## src/rtl/note_pkg.sv

```systemverilog
// Shared types and constants for the melody sequencer: note codes, the
// 100 MHz half-period divisor table, the default song and the FSM states.
package note_pkg;

  localparam int unsigned NOTE_W     = 4;
  localparam int unsigned DUR_W      = 3;
  localparam int unsigned ROM_DEPTH  = 16;
  localparam int unsigned ROM_AW     = 4;
  localparam int unsigned TBL_DIV_W  = 18;

  localparam logic [NOTE_W-1:0] NOTE_REST = 4'd0;
  localparam logic [NOTE_W-1:0] NOTE_C4   = 4'd1;
  localparam logic [NOTE_W-1:0] NOTE_CS4  = 4'd2;
  localparam logic [NOTE_W-1:0] NOTE_D4   = 4'd3;
  localparam logic [NOTE_W-1:0] NOTE_DS4  = 4'd4;
  localparam logic [NOTE_W-1:0] NOTE_E4   = 4'd5;
  localparam logic [NOTE_W-1:0] NOTE_F4   = 4'd6;
  localparam logic [NOTE_W-1:0] NOTE_FS4  = 4'd7;
  localparam logic [NOTE_W-1:0] NOTE_G4   = 4'd8;
  localparam logic [NOTE_W-1:0] NOTE_GS4  = 4'd9;
  localparam logic [NOTE_W-1:0] NOTE_A4   = 4'd10;
  localparam logic [NOTE_W-1:0] NOTE_AS4  = 4'd11;
  localparam logic [NOTE_W-1:0] NOTE_B4   = 4'd12;

  // One ROM word: pitch code and duration in beats (0 plays as 1 beat).
  typedef struct packed {
    logic [NOTE_W-1:0] note;
    logic [DUR_W-1:0]  dur;
  } rom_entry_t;

  typedef enum logic [2:0] {
    ST_IDLE = 3'd0,
    ST_LOAD = 3'd1,
    ST_PLAY = 3'd2,
    ST_GAP  = 3'd3,
    ST_NEXT = 3'd4
  } state_t;

  localparam rom_entry_t SONG [ROM_DEPTH] = '{
    '{NOTE_A4,   3'd1},
    '{NOTE_REST, 3'd2},
    '{NOTE_C4,   3'd1},
    '{NOTE_D4,   3'd0},
    '{NOTE_E4,   3'd1},
    '{NOTE_F4,   3'd1},
    '{NOTE_G4,   3'd2},
    '{NOTE_A4,   3'd2},
    '{NOTE_G4,   3'd1},
    '{NOTE_F4,   3'd1},
    '{NOTE_E4,   3'd1},
    '{NOTE_D4,   3'd1},
    '{NOTE_C4,   3'd4},
    '{NOTE_REST, 3'd1},
    '{NOTE_B4,   3'd1},
    '{NOTE_C4,   3'd3}
  };

  // round(1e8 / (2 f)) for each pitch; rests and unused codes give 0.
  function automatic logic [TBL_DIV_W-1:0] note_div(input logic [NOTE_W-1:0] note);
    logic [TBL_DIV_W-1:0] div;
    div = '0;
    case (note)
      NOTE_C4:  div = 18'd191110;
      NOTE_CS4: div = 18'd180386;
      NOTE_D4:  div = 18'd170265;
      NOTE_DS4: div = 18'd160706;
      NOTE_E4:  div = 18'd151685;
      NOTE_F4:  div = 18'd143172;
      NOTE_FS4: div = 18'd135137;
      NOTE_G4:  div = 18'd127551;
      NOTE_GS4: div = 18'd120394;
      NOTE_A4:  div = 18'd113636;
      NOTE_AS4: div = 18'd107258;
      NOTE_B4:  div = 18'd101238;
      default:  div = '0;
    endcase
    return div;
  endfunction

endpackage

```

## src/rtl/note_rom.sv

```systemverilog
// Synchronous-read 16x7 melody ROM holding note_pkg::SONG.
module note_rom
  import note_pkg::*;
(
  input  logic              i_clk,
  input  logic              i_rst_n,
  input  logic [ROM_AW-1:0] i_addr,
  output rom_entry_t        o_data
);

  rom_entry_t r_data;

  always_ff @(posedge i_clk) begin
    if (!i_rst_n) begin
      r_data <= '0;
    end else begin
      r_data <= SONG[i_addr];
    end
  end

  assign o_data = r_data;

endmodule

```

## src/rtl/note_sequencer.sv

```systemverilog
// Walks the melody ROM and feeds the tone generator a divisor and enable
// per note, with a silent gap after each note.
module note_sequencer
  import note_pkg::*;
#(
  parameter int unsigned BEAT_CYC = 25_000_000,
  parameter int unsigned GAP_CYC  = 2_000_000,
  parameter int unsigned SONG_LEN = 16,
  parameter int unsigned DIV_W    = 18,
  parameter int unsigned LOOP     = 0
) (
  input  logic              i_clk,
  input  logic              i_rst_n,
  input  logic              i_start,
  input  logic              i_stop,
  output logic [DIV_W-1:0]  o_half_period,
  output logic              o_tone_en,
  output logic              o_busy,
  output logic [ROM_AW-1:0] o_note_idx,
  output logic              o_done
);

  localparam int unsigned BEAT_W = (BEAT_CYC > 1) ? $clog2(BEAT_CYC) : 1;
  localparam int unsigned GAP_W  = (GAP_CYC > 0) ? $clog2(GAP_CYC + 1) : 1;
  localparam logic [BEAT_W-1:0] BEAT_LAST = BEAT_W'(BEAT_CYC - 1);
  localparam logic [GAP_W-1:0]  GAP_LAST  = GAP_W'((GAP_CYC > 0) ? GAP_CYC - 1 : 0);
  localparam logic [ROM_AW-1:0] IDX_LAST  = ROM_AW'(SONG_LEN - 1);

  state_t             r_state, w_state_nxt;
  logic [ROM_AW-1:0]  r_note_idx, w_idx_nxt;
  logic [BEAT_W-1:0]  r_beat_cnt, w_beat_nxt;
  logic [DUR_W-1:0]   r_beats_left, w_beats_left_nxt;
  logic [GAP_W-1:0]   r_gap_cnt, w_gap_nxt;
  logic [DIV_W-1:0]   r_half_period, w_hp_nxt;
  logic               r_tone_en, w_tone_nxt;
  logic               r_busy, w_busy_nxt;
  logic               r_done, w_done_nxt;

  rom_entry_t         w_rom_q;
  logic               w_beat_last;
  logic               w_gap_last;
  logic               w_is_last;
  logic [DIV_W-1:0]   w_div;

  // The ROM is addressed with the index being loaded so its word is ready in LOAD.
  note_rom u_rom (
    .i_clk   (i_clk),
    .i_rst_n (i_rst_n),
    .i_addr  (w_idx_nxt),
    .o_data  (w_rom_q)
  );

  assign w_beat_last = (r_beat_cnt == BEAT_LAST);
  assign w_gap_last  = (r_gap_cnt == GAP_LAST);
  assign w_is_last   = (r_note_idx == IDX_LAST);
  assign w_div       = DIV_W'(note_div(w_rom_q.note));

  always_ff @(posedge i_clk) begin
    if (!i_rst_n) begin
      r_state       <= ST_IDLE;
      r_note_idx    <= '0;
      r_beat_cnt    <= '0;
      r_beats_left  <= '0;
      r_gap_cnt     <= '0;
      r_half_period <= '0;
      r_tone_en     <= 1'b0;
      r_busy        <= 1'b0;
      r_done        <= 1'b0;
    end else begin
      r_state       <= w_state_nxt;
      r_note_idx    <= w_idx_nxt;
      r_beat_cnt    <= w_beat_nxt;
      r_beats_left  <= w_beats_left_nxt;
      r_gap_cnt     <= w_gap_nxt;
      r_half_period <= w_hp_nxt;
      r_tone_en     <= w_tone_nxt;
      r_busy        <= w_busy_nxt;
      r_done        <= w_done_nxt;
    end
  end

  // Next-state and next-output logic; outputs are registered alongside the state.
  always_comb begin
    w_state_nxt      = r_state;
    w_idx_nxt        = r_note_idx;
    w_beat_nxt       = r_beat_cnt;
    w_beats_left_nxt = r_beats_left;
    w_gap_nxt        = r_gap_cnt;
    w_hp_nxt         = r_half_period;
    w_tone_nxt       = r_tone_en;
    w_busy_nxt       = r_busy;
    w_done_nxt       = 1'b0;

    case (r_state)
      ST_IDLE: begin
        w_hp_nxt   = '0;
        w_tone_nxt = 1'b0;
        w_busy_nxt = 1'b0;
        if (i_start && !i_stop) begin
          w_state_nxt = ST_LOAD;
          w_idx_nxt   = '0;
          w_busy_nxt  = 1'b1;
        end
      end

      ST_LOAD: begin
        w_beat_nxt       = '0;
        w_gap_nxt        = '0;
        w_beats_left_nxt = (w_rom_q.dur == 3'd0) ? 3'd1 : w_rom_q.dur;
        w_tone_nxt       = (w_rom_q.note != NOTE_REST);
        w_hp_nxt         = (w_rom_q.note != NOTE_REST) ? w_div : '0;
        w_state_nxt      = ST_PLAY;
      end

      ST_PLAY: begin
        if (w_beat_last) begin
          w_beat_nxt = '0;
          if (r_beats_left == 3'd1) begin
            w_beats_left_nxt = '0;
            w_hp_nxt         = '0;
            w_tone_nxt       = 1'b0;
            if (GAP_CYC > 0) begin
              w_state_nxt = ST_GAP;
            end else begin
              w_state_nxt = ST_NEXT;
              w_done_nxt  = w_is_last && (LOOP == 0);
            end
          end else begin
            w_beats_left_nxt = DUR_W'(r_beats_left - 3'd1);
          end
        end else begin
          w_beat_nxt = BEAT_W'(r_beat_cnt + 1'b1);
        end
      end

      ST_GAP: begin
        if (w_gap_last) begin
          w_gap_nxt   = '0;
          w_state_nxt = ST_NEXT;
          w_done_nxt  = w_is_last && (LOOP == 0);
        end else begin
          w_gap_nxt = GAP_W'(r_gap_cnt + 1'b1);
        end
      end

      ST_NEXT: begin
        if (w_is_last && (LOOP == 0)) begin
          w_state_nxt = ST_IDLE;
          w_idx_nxt   = '0;
          w_busy_nxt  = 1'b0;
        end else begin
          w_state_nxt = ST_LOAD;
          w_idx_nxt   = w_is_last ? '0 : ROM_AW'(r_note_idx + 1'b1);
        end
      end

      default: begin
        w_state_nxt = ST_IDLE;
        w_idx_nxt   = '0;
        w_hp_nxt    = '0;
        w_tone_nxt  = 1'b0;
        w_busy_nxt  = 1'b0;
      end
    endcase

    // Abort takes priority over everything, including a pending done.
    if (i_stop) begin
      w_state_nxt      = ST_IDLE;
      w_idx_nxt        = '0;
      w_beat_nxt       = '0;
      w_beats_left_nxt = '0;
      w_gap_nxt        = '0;
      w_hp_nxt         = '0;
      w_tone_nxt       = 1'b0;
      w_busy_nxt       = 1'b0;
      w_done_nxt       = 1'b0;
    end
  end

  assign o_half_period = r_half_period;
  assign o_tone_en     = r_tone_en;
  assign o_busy        = r_busy;
  assign o_note_idx    = r_note_idx;
  assign o_done        = r_done;

endmodule

```

## config.mk

```make
export PLATFORM = sky130hd
export DESIGN_NAME = note_sequencer
export DESIGN_NICKNAME = d
export VERILOG_FILES = /design/src/rtl/note_pkg.sv /design/src/rtl/note_rom.sv /design/src/rtl/note_sequencer.sv
export SDC_FILE = /design/constraint.sdc
export NUM_CORES = 1
export LEC_CHECK = 0
export ABC_AREA = 1
export BUFFER_PORTS_ARGS = -buffer_cell sky130_fd_sc_hd__buf_2
export CAP_MARGIN = 20
export CORE_AREA = 2 2 104 106
export CTS_CLUSTER_DIAMETER = 50
export DETAILED_ROUTE_END_ITERATION = 6
export DIE_AREA = 0 0 106 108
export GPL_TIMING_DRIVEN = 1
export PLACE_DENSITY = 0.69
export SLEW_MARGIN = 20
export SYNTH_ARGS = -nofsm -noshare
export SYNTH_HDL_FRONTEND = slang
export SYNTH_SLANG_ARGS = --single-unit
```

## constraint.sdc

```tcl
create_clock -name i_clk -period 2.5 [get_ports i_clk]
set_input_delay 0.25 -clock i_clk [delete_from_list [all_inputs] [get_ports i_clk]]
set_output_delay 0.25 -clock i_clk [all_outputs]
set_load 0.02 [all_outputs]
```

==> qor.yml <==
status:
  outcome: "complete, no violations"
die:
  dieWidth_um: 106
  top_level_ports: 29
  floorplan.initialDensity_pct: 49.03
  coreArea_sq_um: 10230
  die_area_sq_um: 11450
  row_count: 37
  die_h_um: 108
setup_path:
  crit_path_end: "u_rom.o_data[3]$_SDFF_PN0_"
  worstPathRequired_ps: 2750
  crit_path_max_incr_delay_ps: 380
  r2r-end: "u_rom.o_data[3]$_SDFF_PN0_"
  start_kind: "register"
  crit_path_end_kind: "register"
  ff2ff_path_depth: 11
  worstSetupStartpoint: "o_note_idx[1]$_SDFF_PN0_"
  critical_path_class: "reg -> reg"
  regToRegStartpoint: "o_note_idx[1]$_SDFF_PN0_"
  crit_path_cell_trace: "ha_1 -> nand2_1 -> nor2_1 -> nor2_2 -> o21ai_0 -> nor2_2 -> inv_1 -> ha_1 -> inv_1 -> a21oi_1 -> a21oi_1"
  reg2reg_setup_slack_ps: 380
  cp_max_fo: 7
  cp_max_stage_cell: "dfxtp_1"
  cp_data_arrival_time_ps: 2370
cells_and_area:
  num-nets-final: 802
  layout_cells_sized_above_1_pct: 12.16
  area_growth_syn_to_layout_pct: 9.080
  antennaDiodeCount: 0
  design_area_sq_um: 5472
power_and_ir_drop:
  combPwrFrac_pct: 7.1
  pwr-share-clk_pct: 41.8
  pwr-share-seq_pct: 51.1
  power.static_leakage_nw: 2.193
  worst_ir_drop_vdd_uv: 296.3
  p_sw_w: 0.0006649
  pwr_density_cell_nw_per_um2: 484.9
  sw_frac_of_total_pct: 25.06
  p_int_w: 0.001988
placed_design:
  dp_worst_setup_slack_ps: 413.9
  routabilityCongestion: 0.8896
  buffer_ports.inserted: 28
  hpwl_um: 8528
  placed_cell_area_sq_um: 5246
route:
  post_drt_via_cell_ratio: 5.192
  routedWlPerCell_um: 12.62
  drcViolationCount: 0
  wirelength_um: 11570
  via_count: 4761
  ant_nets: 0
  detail_route.first_pass.iterations: 5
  initialDrtViolationCount: 339
sta:
  worst_clock_skew_ps: 6.538
  whs_ps: 165.1
  max_freq_mhz: 470.9
  slew_violations: 0
  min_period_over_period_pct: 84.95
  worst_slack_ps: 376.2
  hold_viol: 0
  worst-slew-pin-transition_ps: 536.7
  min_period_ps: 2124
  setup-violations-final: 0
  final.setup.tns_ps: 0
  unrepaired_setup_endpoints_after_global_routing: "false"
  max-slew-margin-rel_pct: 64.17
logic_synthesis:
  synth-seq-cells: 84
  number_of_flops_mapped_to_enable_cells_by_yosys: 0
  syn-cell-area_sq_um: 5016
  syn_area_per_cell_sq_um: 6.688
  synth_warnings: 0
  seq_area_frac_synth_pct: 33.52
  ys.flop_type: "dfxtp_1"
  mappedNetlistNets: 776
  synth-async-reset-ratio_pct: 0
  netlist_instances: 750
  synth_cell_types: 48
clock_network:
  cts_setup_buffers: 0
  clock_sink_total: 84
  cts_resized: 0
  worst_setup_hold_path_clk_slew_ps: 90
  cts.root.buffer_cell: "clkbuf_8"
  cts_buffer_depth: 2
  htree_levels: 3
  post_cts_hold_buffer_count: 0
  tritoncts.num_buffers: 9
  insertion_delay_ps: 360
  clock_tree_from_tritoncts: "built"
worst_hold_path:
  hold_depth: 3
  hold_class: "in -> reg"
grt:
  grt_max_degree: 24
  overflow: 0
  groute.usage.overall_pct: 21.48
  grt_antenna_before_repair: 0
  first_global_vias: 4467
  first_pass_grt_wire_length_um: 20200
flow_run:
  cap_violations: 0
## synth_stat cells (5+ instances only)
cell	instances	area share, %
nor2_4	5	1.1
xnor2_1	6	1.0
dfxtp_1	84	34
inv_2	10	0.75
a21oi_1	65	6.5
nand3_1	52	5.2
nor2_2	6	0.75
nor3_1	9	0.90
ha_1	22	5.5
nand4_1	13	1.6
nand2_4	6	1.3
inv_1	67	5.0
o211ai_1	7	1.0
nor2_1	106	7.9
nand2_1	200	15
o21ai_0	35	3.5
buf_6	7	1.6
## sequential cells by signal (all words and copies together), names as in the netlist
register / flops
o_note_idx: 4
o_busy: 1
o_tone_en: 1
r_state: 3
r_beat_cnt: 25
o_half_period: 18
r_gap_cnt: 21
r_beats_left: 3
o_done: 1
u_rom.o_data: 7
## critical path: cells and delay by family (launching register included)
kind / cells / cell delay (ps)
buffers and inverters: 2 / 160
DFF: 1 / 380
AOI/OAI and AO/OA: 3 / 350
adders and majority gates: 2 / 520
and+or+nand+nor: 4 / 610
## power by group through the flow
| stage | logic (W) | clock network [W] | registers, W |
|---|---|---|---|
| detailed placement | 0.000189 | 0 | 0.00139 |
| global route | 0.000211 | 0.00120 | 0.00136 |
| finish | 0.000189 | 0.00111 | 0.00136 |
| CTS | 0.000189 | 0.00113 | 0.00136 |
| floorplan | 0.000149 | 0 | 0.00139 |
| global placement | 0.000187 | 0 | 0.00139 |
## cell families after synthesis
| family | count (synthesis) | share of synthesized area, % |
|---|---|---|
| fa+ha+maj | 22 | 5.488 |
| simple gates | 416 | 37.52 |
| buf+inv | 98 | 8.656 |
| flops | 84 | 33.52 |
| xor+xnor | 10 | 1.746 |
| compound gates | 120 | 13.07 |
## metrics by stage
| step | util [%] | total power, W | instances |
|---|---|---|---|
| 6_report | 53.48 | 0.002653 | 917 |
| 3_5_place_dp | 51.28 | 0.001575 | 901 |
| 2_1_floorplan | - | 0.001536 | 750 |
| 5_1_grt | 53.48 | 0.002766 | 917 |
| 3_3_place_gp | 51.28 | 0.001574 | 901 |
| 4_1_cts | 53.48 | 0.002678 | 917 |
## cells in the final DEF (no fill, tap or decap), types with 7 or more instances in the layout
master	synthesis	final
a21oi_1	65	65
buf_2	2	28
clkbuf_8	0	10
dfxtp_1	84	84
ha_1	22	22
inv_1	67	67
inv_2	10	10
nand2_1	200	200
nand3_1	52	52
nand4_1	13	13
nor2_1	106	106
nor3_1	9	9
o211ai_1	7	7
o21ai_0	35	35
## layout make-up
class                      instances  area, sq um
clock buffer                      10        137.6
clock inverter                     6        87.58
fill                            1029         4760
inverter                          81        311.5
multi-input combinational        568         2900
sequential                        84         1682
tap                              136        170.2
timing repair buffer              32        182.7
## per-layer routing
layer	part of all wire (%)	vias up	GRT usage (%)	wire [um]
met5	0	-	0	0
met4	1.3	0	7.707	148
met3	4.4	17	4.219	506
met2	46	105	34.15	5292
met1	49	2171	29.17	5627
li1	-	2468	-	-
## how the worst min path moves through the flow
stage	start	to	slack, ps
3_3_place_gp	r_gap_cnt[20]$_SDFFE_PP0P_	r_gap_cnt[20]$_SDFFE_PP0P_	450
6_report	i_rst_n	u_rom.o_data[5]$_SDFF_PN0_	170
2_1_floorplan	i_rst_n	u_rom.o_data[5]$_SDFF_PN0_	380
3_5_place_dp	o_half_period[4]$_SDFFE_PP0P_	o_half_period[4]$_SDFFE_PP0P_	450
4_1_cts	i_rst_n	u_rom.o_data[5]$_SDFF_PN0_	150
5_1_grt	i_rst_n	u_rom.o_data[5]$_SDFF_PN0_	150
No activity file was read; power rests on OpenSTA's default activity.
